**src/rtl/keypad_emulator.sv**
```systemverilog
// 4x4 matrix-keypad switch model: plays a key press (bounce-in, hold, bounce-out, gap) onto col.
// Define KEYPAD_BOUNCE_EN to include the bounce phases; otherwise a press is a clean hold then gap.
module keypad_emulator #(
  parameter logic [31:0] HOLD_CYCLES    = 32'd2_000_000,
  parameter logic [31:0] GAP_CYCLES     = 32'd1_000_000,
  parameter logic [31:0] BOUNCE_PERIOD  = 32'd20_000,
  parameter logic [7:0]  BOUNCE_TOGGLES = 8'd4
) (
  input  logic       clk,
  input  logic       reset,
  input  logic       cmd_valid,
  output logic       cmd_ready,
  input  logic [3:0] cmd_key,
  input  logic [3:0] row,
  output logic [3:0] col,
  output logic       busy,
  output logic       done
);

  typedef enum logic [2:0] {
    IDLE       = 3'd0,
    BOUNCE_IN  = 3'd1,
    HOLD       = 3'd2,
    BOUNCE_OUT = 3'd3,
    GAP        = 3'd4
  } state_t;

  // Returns {row, col} position of a hex key on the keypad face.
  function automatic logic [3:0] key_pos(input logic [3:0] key);
    case (key)
      4'h1:    key_pos = {2'd0, 2'd0};
      4'h2:    key_pos = {2'd0, 2'd1};
      4'h3:    key_pos = {2'd0, 2'd2};
      4'hA:    key_pos = {2'd0, 2'd3};
      4'h4:    key_pos = {2'd1, 2'd0};
      4'h5:    key_pos = {2'd1, 2'd1};
      4'h6:    key_pos = {2'd1, 2'd2};
      4'hB:    key_pos = {2'd1, 2'd3};
      4'h7:    key_pos = {2'd2, 2'd0};
      4'h8:    key_pos = {2'd2, 2'd1};
      4'h9:    key_pos = {2'd2, 2'd2};
      4'hC:    key_pos = {2'd2, 2'd3};
      4'hE:    key_pos = {2'd3, 2'd0};
      4'h0:    key_pos = {2'd3, 2'd1};
      4'hF:    key_pos = {2'd3, 2'd2};
      4'hD:    key_pos = {2'd3, 2'd3};
      default: key_pos = {2'd0, 2'd0};
    endcase
  endfunction

  state_t      state_r;
  logic [31:0] cnt_r;
  logic [1:0]  kr_r;
  logic [1:0]  kc_r;
  logic        contact_r;
  logic        ready_r;
  logic        busy_r;
  logic        done_r;

`ifdef KEYPAD_BOUNCE_EN
  logic [7:0]  phase_r;
`else
  logic        unused_cfg_s;
  assign unused_cfg_s = ^{BOUNCE_PERIOD, BOUNCE_TOGGLES};
`endif

  // Press-sequence FSM with its cycle/phase counters and registered status outputs.
  always_ff @(posedge clk or posedge reset) begin
    if (reset) begin
      state_r   <= IDLE;
      cnt_r     <= 32'd0;
      kr_r      <= 2'd0;
      kc_r      <= 2'd0;
      contact_r <= 1'b0;
      ready_r   <= 1'b1;
      busy_r    <= 1'b0;
      done_r    <= 1'b0;
`ifdef KEYPAD_BOUNCE_EN
      phase_r   <= 8'd0;
`endif
    end else begin
      done_r <= 1'b0;
      case (state_r)
        IDLE: begin
          if (cmd_valid && ready_r) begin
            {kr_r, kc_r} <= key_pos(cmd_key);
            cnt_r        <= 32'd0;
            contact_r    <= 1'b1;
            ready_r      <= 1'b0;
            busy_r       <= 1'b1;
`ifdef KEYPAD_BOUNCE_EN
            phase_r      <= 8'd0;
            state_r      <= BOUNCE_IN;
`else
            state_r      <= HOLD;
`endif
          end
        end
`ifdef KEYPAD_BOUNCE_EN
        BOUNCE_IN: begin
          if (cnt_r == BOUNCE_PERIOD - 32'd1) begin
            cnt_r <= 32'd0;
            if (phase_r == BOUNCE_TOGGLES - 8'd1) begin
              phase_r   <= 8'd0;
              contact_r <= 1'b1;
              state_r   <= HOLD;
            end else begin
              // next phase k+1 is closed when (k+1) is even, i.e. when k is odd
              phase_r   <= phase_r + 8'd1;
              contact_r <= phase_r[0];
            end
          end else begin
            cnt_r <= cnt_r + 32'd1;
          end
        end
`endif
        HOLD: begin
          if (cnt_r == HOLD_CYCLES - 32'd1) begin
            cnt_r     <= 32'd0;
            contact_r <= 1'b0;
`ifdef KEYPAD_BOUNCE_EN
            phase_r   <= 8'd0;
            state_r   <= BOUNCE_OUT;
`else
            state_r   <= GAP;
`endif
          end else begin
            cnt_r <= cnt_r + 32'd1;
          end
        end
`ifdef KEYPAD_BOUNCE_EN
        BOUNCE_OUT: begin
          if (cnt_r == BOUNCE_PERIOD - 32'd1) begin
            cnt_r <= 32'd0;
            if (phase_r == BOUNCE_TOGGLES - 8'd1) begin
              phase_r   <= 8'd0;
              contact_r <= 1'b0;
              state_r   <= GAP;
            end else begin
              phase_r   <= phase_r + 8'd1;
              contact_r <= ~phase_r[0];
            end
          end else begin
            cnt_r <= cnt_r + 32'd1;
          end
        end
`endif
        GAP: begin
          if (cnt_r == GAP_CYCLES - 32'd1) begin
            cnt_r     <= 32'd0;
            contact_r <= 1'b0;
            ready_r   <= 1'b1;
            busy_r    <= 1'b0;
            done_r    <= 1'b1;
            state_r   <= IDLE;
          end else begin
            cnt_r <= cnt_r + 32'd1;
          end
        end
        default: begin
          cnt_r     <= 32'd0;
          contact_r <= 1'b0;
          ready_r   <= 1'b1;
          busy_r    <= 1'b0;
          state_r   <= IDLE;
        end
      endcase
    end
  end

  // Switch path: the closed key connects its row line straight through to its column line.
  always_comb begin
    if (contact_r && row[kr_r]) begin
      col = 4'b0001 << kc_r;
    end else begin
      col = 4'b0000;
    end
  end

  assign cmd_ready = ready_r;
  assign busy      = busy_r;
  assign done      = done_r;

endmodule

```
**config.mk**
```make
export PLATFORM = sky130hd
export DESIGN_NAME = keypad_emulator
export DESIGN_NICKNAME = d
export VERILOG_FILES = /design/src/rtl/keypad_emulator.sv
export SDC_FILE = /design/constraint.sdc
export NUM_CORES = 1
export LEC_CHECK = 0
export BUFFER_PORTS_ARGS = -buffer_cell sky130_fd_sc_hd__buf_2
export CAP_MARGIN = 10
export CELL_PAD_IN_SITES_DETAIL_PLACEMENT = 0
export CELL_PAD_IN_SITES_GLOBAL_PLACEMENT = 1
export CORE_MARGIN = 2
export CORE_UTILIZATION = 44
export CTS_CLUSTER_SIZE = 16
export DETAILED_ROUTE_END_ITERATION = 6
export PLACE_DENSITY_LB_ADDON = 0.08
export REMOVE_ABC_BUFFERS = 1
export SLEW_MARGIN = 20
export SYNTH_ARGS = -nofsm -noshare
export SYNTH_HDL_FRONTEND = slang
export SYNTH_SLANG_ARGS = --single-unit
```
**constraint.sdc**
```tcl
create_clock -name clk -period 3.19 [get_ports clk]
set_input_delay 0.319 -clock clk [delete_from_list [all_inputs] [get_ports clk]]
set_output_delay 0.319 -clock clk [all_outputs]
set_load 0.05 [all_outputs]
```
== After elaboration in Yosys (flattened, before gate mapping) ==
Memory sizes are Yosys's and may differ from the RTL's. A register that Yosys moved wholly into a read port is not among the register bits.
Index checks and enable logic that the tools add are counted.
Widths: inputs -> output; s select.

* Bits in registers: 39
* Memories kept: 1
* Output and inout bits: 7
* Input port bits: 11
* Bits in writable memories: 0
* ROM bits: 64
* Bits in latches: 0

* Equality and inequality tests: 7
* Bitwise logic cells: 1
* Divide/modulo/power cells: 0
* Reductions and logical operators: 6
* Order comparisons: 1
* Add/subtract/negate cells: 1
* Multipliers: 0
* Multiplexer cells: 21
* Shift operators: 1

{| class="wikitable"
|+ Memories
! name !! words !! width !! rd ports !! clocked after memory_dff !! write ports !! RTL line !! source
|-
| (no name shown) || 16 || 4 || 1 || 1 || 0 || 30 || <nowiki>case (key)</nowiki>
|}

{| class="wikitable"
|+ Operators by type and width
! operator !! number
|-
| $mux 32 || 3
|-
| $pmux 32 s3 || 1
|-
| $add 32x1->32 const B || 1
|-
| $eq 32x20->1 const B || 1
|-
| $eq 32x21->1 const B || 1
|-
| $mux 3 || 3
|-
| $pmux 1 s3 || 3
|-
| $pmux 3 s3 || 1
|-
| $mux 1 || 8
|-
| $ne 2x2->1 const B || 3
|-
| $reduce_and 3->1 || 2
|-
| $mux 4 || 1
|-
| $shl 1x2->4 const A || 1
|-
| $eq 3x2->1 const B || 1
|-
| $eq 3x3->1 const B || 1
|-
| $logic_not 3->1 || 1
|-
| $lt 2x3->1 const B || 1
|-
| $bmux 1 s2 || 1
|-
| $logic_and 1x1->1 || 2
|-
| $reduce_and 2->1 || 1
|-
| $not 1->1 || 1
|}

== Logic depth before layout (Yosys ltp) ==
* Word-level depth: 4
* Gate-level depth with buffers: 8
* Mapped depth without buffers: 7

== Least setup slack after synthesis ==
Ideal clock, no wire load.

* Path type: register to output
* Start point: reg kr_r[0]
* End point: out col[1]
* Data arrival time: 1.953 ns
* Cell stages (with the launch flop): 4
* Slack: 0.918 ns
* Required time: 2.871 ns
* Cell sequence: dfrtp_1 mux4_2 nand2_1 nor3b_1

* Cells in the longest elaborated chain, start to end: 4

{| class="wikitable"
|+ Ends and longest elaborated chain
! element !! RTL line !! source
|-
| from (decl) || 53 || <nowiki>logic [1:0] kr_r;</nowiki>
|-
| from (signal assigned) || 86 || <nowiki>{kr_r, kc_r} <= key_pos(cmd_key);</nowiki>
|-
| $bmux 1 s2 || 173 || <nowiki>if (contact_r && row[kr_r]) begin</nowiki>
|-
| $mux 1 (not written as such) || 173 ||
|-
| $logic_and 1x1->1 || 173 ||
|-
| $mux 4 || 173 ||
|-
| to (decl) || 15 || <nowiki>output logic [3:0] col,</nowiki>
|}

No other way between the ends. The select of a mux whose other input is x is not followed.

== Worst setup path after layout ==
* Start point: reg cnt_r[0]
* End point: reg cnt_r[29]

* Cells in the longest elaborated chain, start to end: 3

{| class="wikitable"
|+ Ends and longest elaborated chain
! element !! RTL line !! source
|-
| from (decl) || 52 || <nowiki>logic [31:0] cnt_r;</nowiki>
|-
| from (signal assigned) || 128 || <nowiki>cnt_r <= cnt_r + 32'd1;</nowiki>
|-
| from (signal assigned) || 157 || <nowiki>cnt_r <= cnt_r + 32'd1;</nowiki>
|-
| $add 32x1->32, or another cell as far along || 128, 157 ||
|-
| $mux 32, on equally long branches || 149, 118 ||
|-
| $pmux 32 s3 (*) || 83 || <nowiki>case (state_r)</nowiki>
|}

Every way passes the cells marked *; elsewhere a longest branch is shown, timed or not.
A chain may end at the register's enable or synchronous reset.

==> flow_metrics.tcl <==
set metrics [dict create \
    report.power.total_mw 1.47 \
    synth_top_area_share_pct 38.1 \
    dr_total_vias 2183 \
    antenna_cells 0 \
    fin_area_sq_um 2870 \
    drt_first_pass_iters 4 \
    initial_core_util_pct 44.8 \
    ir_worst_vdd_mv 0.464 \
    wl_per_cell_um 16.3 \
    fin_crit_ns 2.49 \
    pre_cts_slack_ns 0.687 \
    clk_latency_ns 0.30 \
    reg2reg_depth 7 \
    fin_util_pct 49.1 \
    grt_usage_pct 20.6 \
    netlist.top_cell.by_area "dfrtp_1" \
    viasPerCell 5.79 \
    synth-seq-cells 41 \
    drt_iter0_markers 186 \
    syn_to_final_growth_pct 9.49 \
    worstPathArrival_ns 2.69 \
    drtAntennaViolNets 0 \
    htreeDepth 2 \
    outcome "finished, final reports clean" \
    synth-edff-count 0 \
    final_nets 316 \
    cts_hold_buffers 0 \
    routed_wirelength_mm 6.13 \
    place_hpwl_mm 4.38 \
    fin_cells 377 \
    rsz0062_at_grt "false" \
    clock_path_buffers 2 \
    hold_ws_ns 0.0685 \
    clock_skew_ns 0.00828 \
    ys_seq_area_share_pct 39.2 \
    worst_pin_slew_ns 0.850 \
    synthArstFlopShare_pct 100 \
    cts.clk_slew.worst_paths_ns 0.09 \
    die_w_um 81.2 \
    yosys_warnings 0 \
    synthDistinctLibCells 64 \
    cts_root_buf "clkbuf_8" \
    core_sq_um 5850 \
    fill_cells 575 \
    pwr_density_cell_nw_per_um2 513 \
    syn-instance-count 282 \
    timing.rr.start "cnt_r[0]" \
    maxSlewViolCount 0 \
    criticalPathCategory "reg -> reg" \
    drv_cap 0 \
    tns_ns 0 \
    rows 28 \
    numCtsBuffers 5 \
    post-route-period-util_pct 78.2 \
    synthTopCellsByCount "dfrtp_1 (40), nand2_1 (30), a21oi_1 (21)" \
    first_global_vias 2018 \
    rr_endpoint "cnt_r[29]" \
    grt_pass1_wl_mm 10.3 \
    max_freq_mhz 401 \
    place.gp.congestion 0.781 \
    io_buffers 17 \
    antenna_found_initial 0 \
    grt_overflow 0 \
    dp_cells 369 \
    required_ns 3.39 \
    slew_headroom_pct 43.0 \
    finalHoldViolCount 0 \
    cts_num_sinks 41 \
    grt_max_degree 25 \
    post-cts-setup-buffer-count 0 \
    hold_class "in -> async" \
    ios 18 \
    die_area_sq_um 6600 \
    multiInputGateArea_sq_um 1500 \
    synthTopCellsByArea "dfrtp_1 (38%), nand2_1 (4.3%), a21oi_1 (4.0%), nand4_1 (3.3%), xor2_1 (3.3%)" \
    final.setup.worst_slack_ns 0.696 \
    cts_resized 0 \
    leakage_nw 1.23 \
    tritoncts "done" \
    synth-main-ff-cell "dfrtp_1" \
    die_h_um 81.2 \
    path_max_fanout 15 \
    yosysMostFrequentCell "dfrtp_1" \
    r2r_slack_ns 0.70 \
    syn_avg_cell_area_sq_um 9.30 \
    drive_above_1_share_pct 17.5 \
    place_area_sq_um 2790 \
    setup_viol 0 \
    regArea_sq_um 1030 \
    end_kind "flop" \
    syn_area_sq_um 2620 \
    critPathLaunchType "flop" \
    drc 0 \
]
where the power goes:
part / internal [mW] / switching (mW) / leakage, nW
Clock: 0.152 / 0.190 / 0.0450
Combinational: 0.156 / 0.354 / 0.628
Sequential: 0.573 / 0.0507 / 0.560
Total: 0.880 / 0.594 / 1.23
final cells by class:
type | instances | area share, %
Inverter | 9 | 1.18
Sequential cell | 41 | 35.8
Clock buffer | 6 | 2.53
Timing Repair Buffer | 24 | 4.79
Tap cell | 75 | 3.27
Multi-Input combinational cell | 220 | 52.1
Clock inverter | 2 | 0.348
metal layers:
metal	GRT usage [%]	vias up	share of wire (%)
met5	0	-	0
met4	6.27	0	1.1
met3	2.78	7	4.1
met2	30.7	43	44
met1	30.7	1044	51
li1	-	1089	-
worst max-delay path by stage:
stage	startpoint	to	slack (ns)	cells after the start
final	cnt_r[0]	cnt_r[29]	0.70	7
after global routing	cnt_r[0]	cnt_r[29]	0.50	7
after CTS	cnt_r[0]	cnt_r[29]	0.68	7
after detailed placement	cnt_r[0]	cnt_r[29]	0.69	7
after global placement	cnt_r[0]	cnt_r[29]	0.73	7
after floorplan	cmd_ready	cnt_r[29]	0.72	5
flip-flops by register name (all words and copies together), names as in the netlist:
name,cells
busy,1
cmd_ready,1
kr_r,2
cnt_r,32
state_r,2
done,1
kc_r,2
worst max-delay path: stages, from the launching register on:
cell and delay [ns]:
dfrtp_1 0.43, ha_1 0.31, nand4_4 0.17, nor4_4 0.28, a31oi_2 0.35, o21ai_4 0.40, buf_4 0.23, o2bb2a_2 0.22
placed cells by master, fill, tap and decap left out, drive strengths merged, types with 3 or more instances in the layout:
master,instances
nand2,32
a21oi,21
a31oi,3
inv,8
ha,4
or3,5
clkinv,3
a21boi,3
nor3,11
nand4,16
o21ai,18
nand4b,3
nor4,9
nand3,11
nand2b,3
and3,3
nor2b,3
nor3b,4
buf,24
xor2,10
a22oi,3
and2,5
mux2i,4
and4,3
o31ai,3
nor2,15
o221ai,3
clkbuf,6
dfrtp,40
logic make-up after synthesis:
logic type	synth area share, %
flip-flops	39.2
buffers and inverters	3.91
AND/OR/NAND/NOR	31.4
AO/OA/AOI/OAI	17.2
XOR/XNOR	4.01
multiplexers	2.38
adder cells (fa/ha/maj)	1.91
No activity file was read; power rests on OpenSTA's default activity.
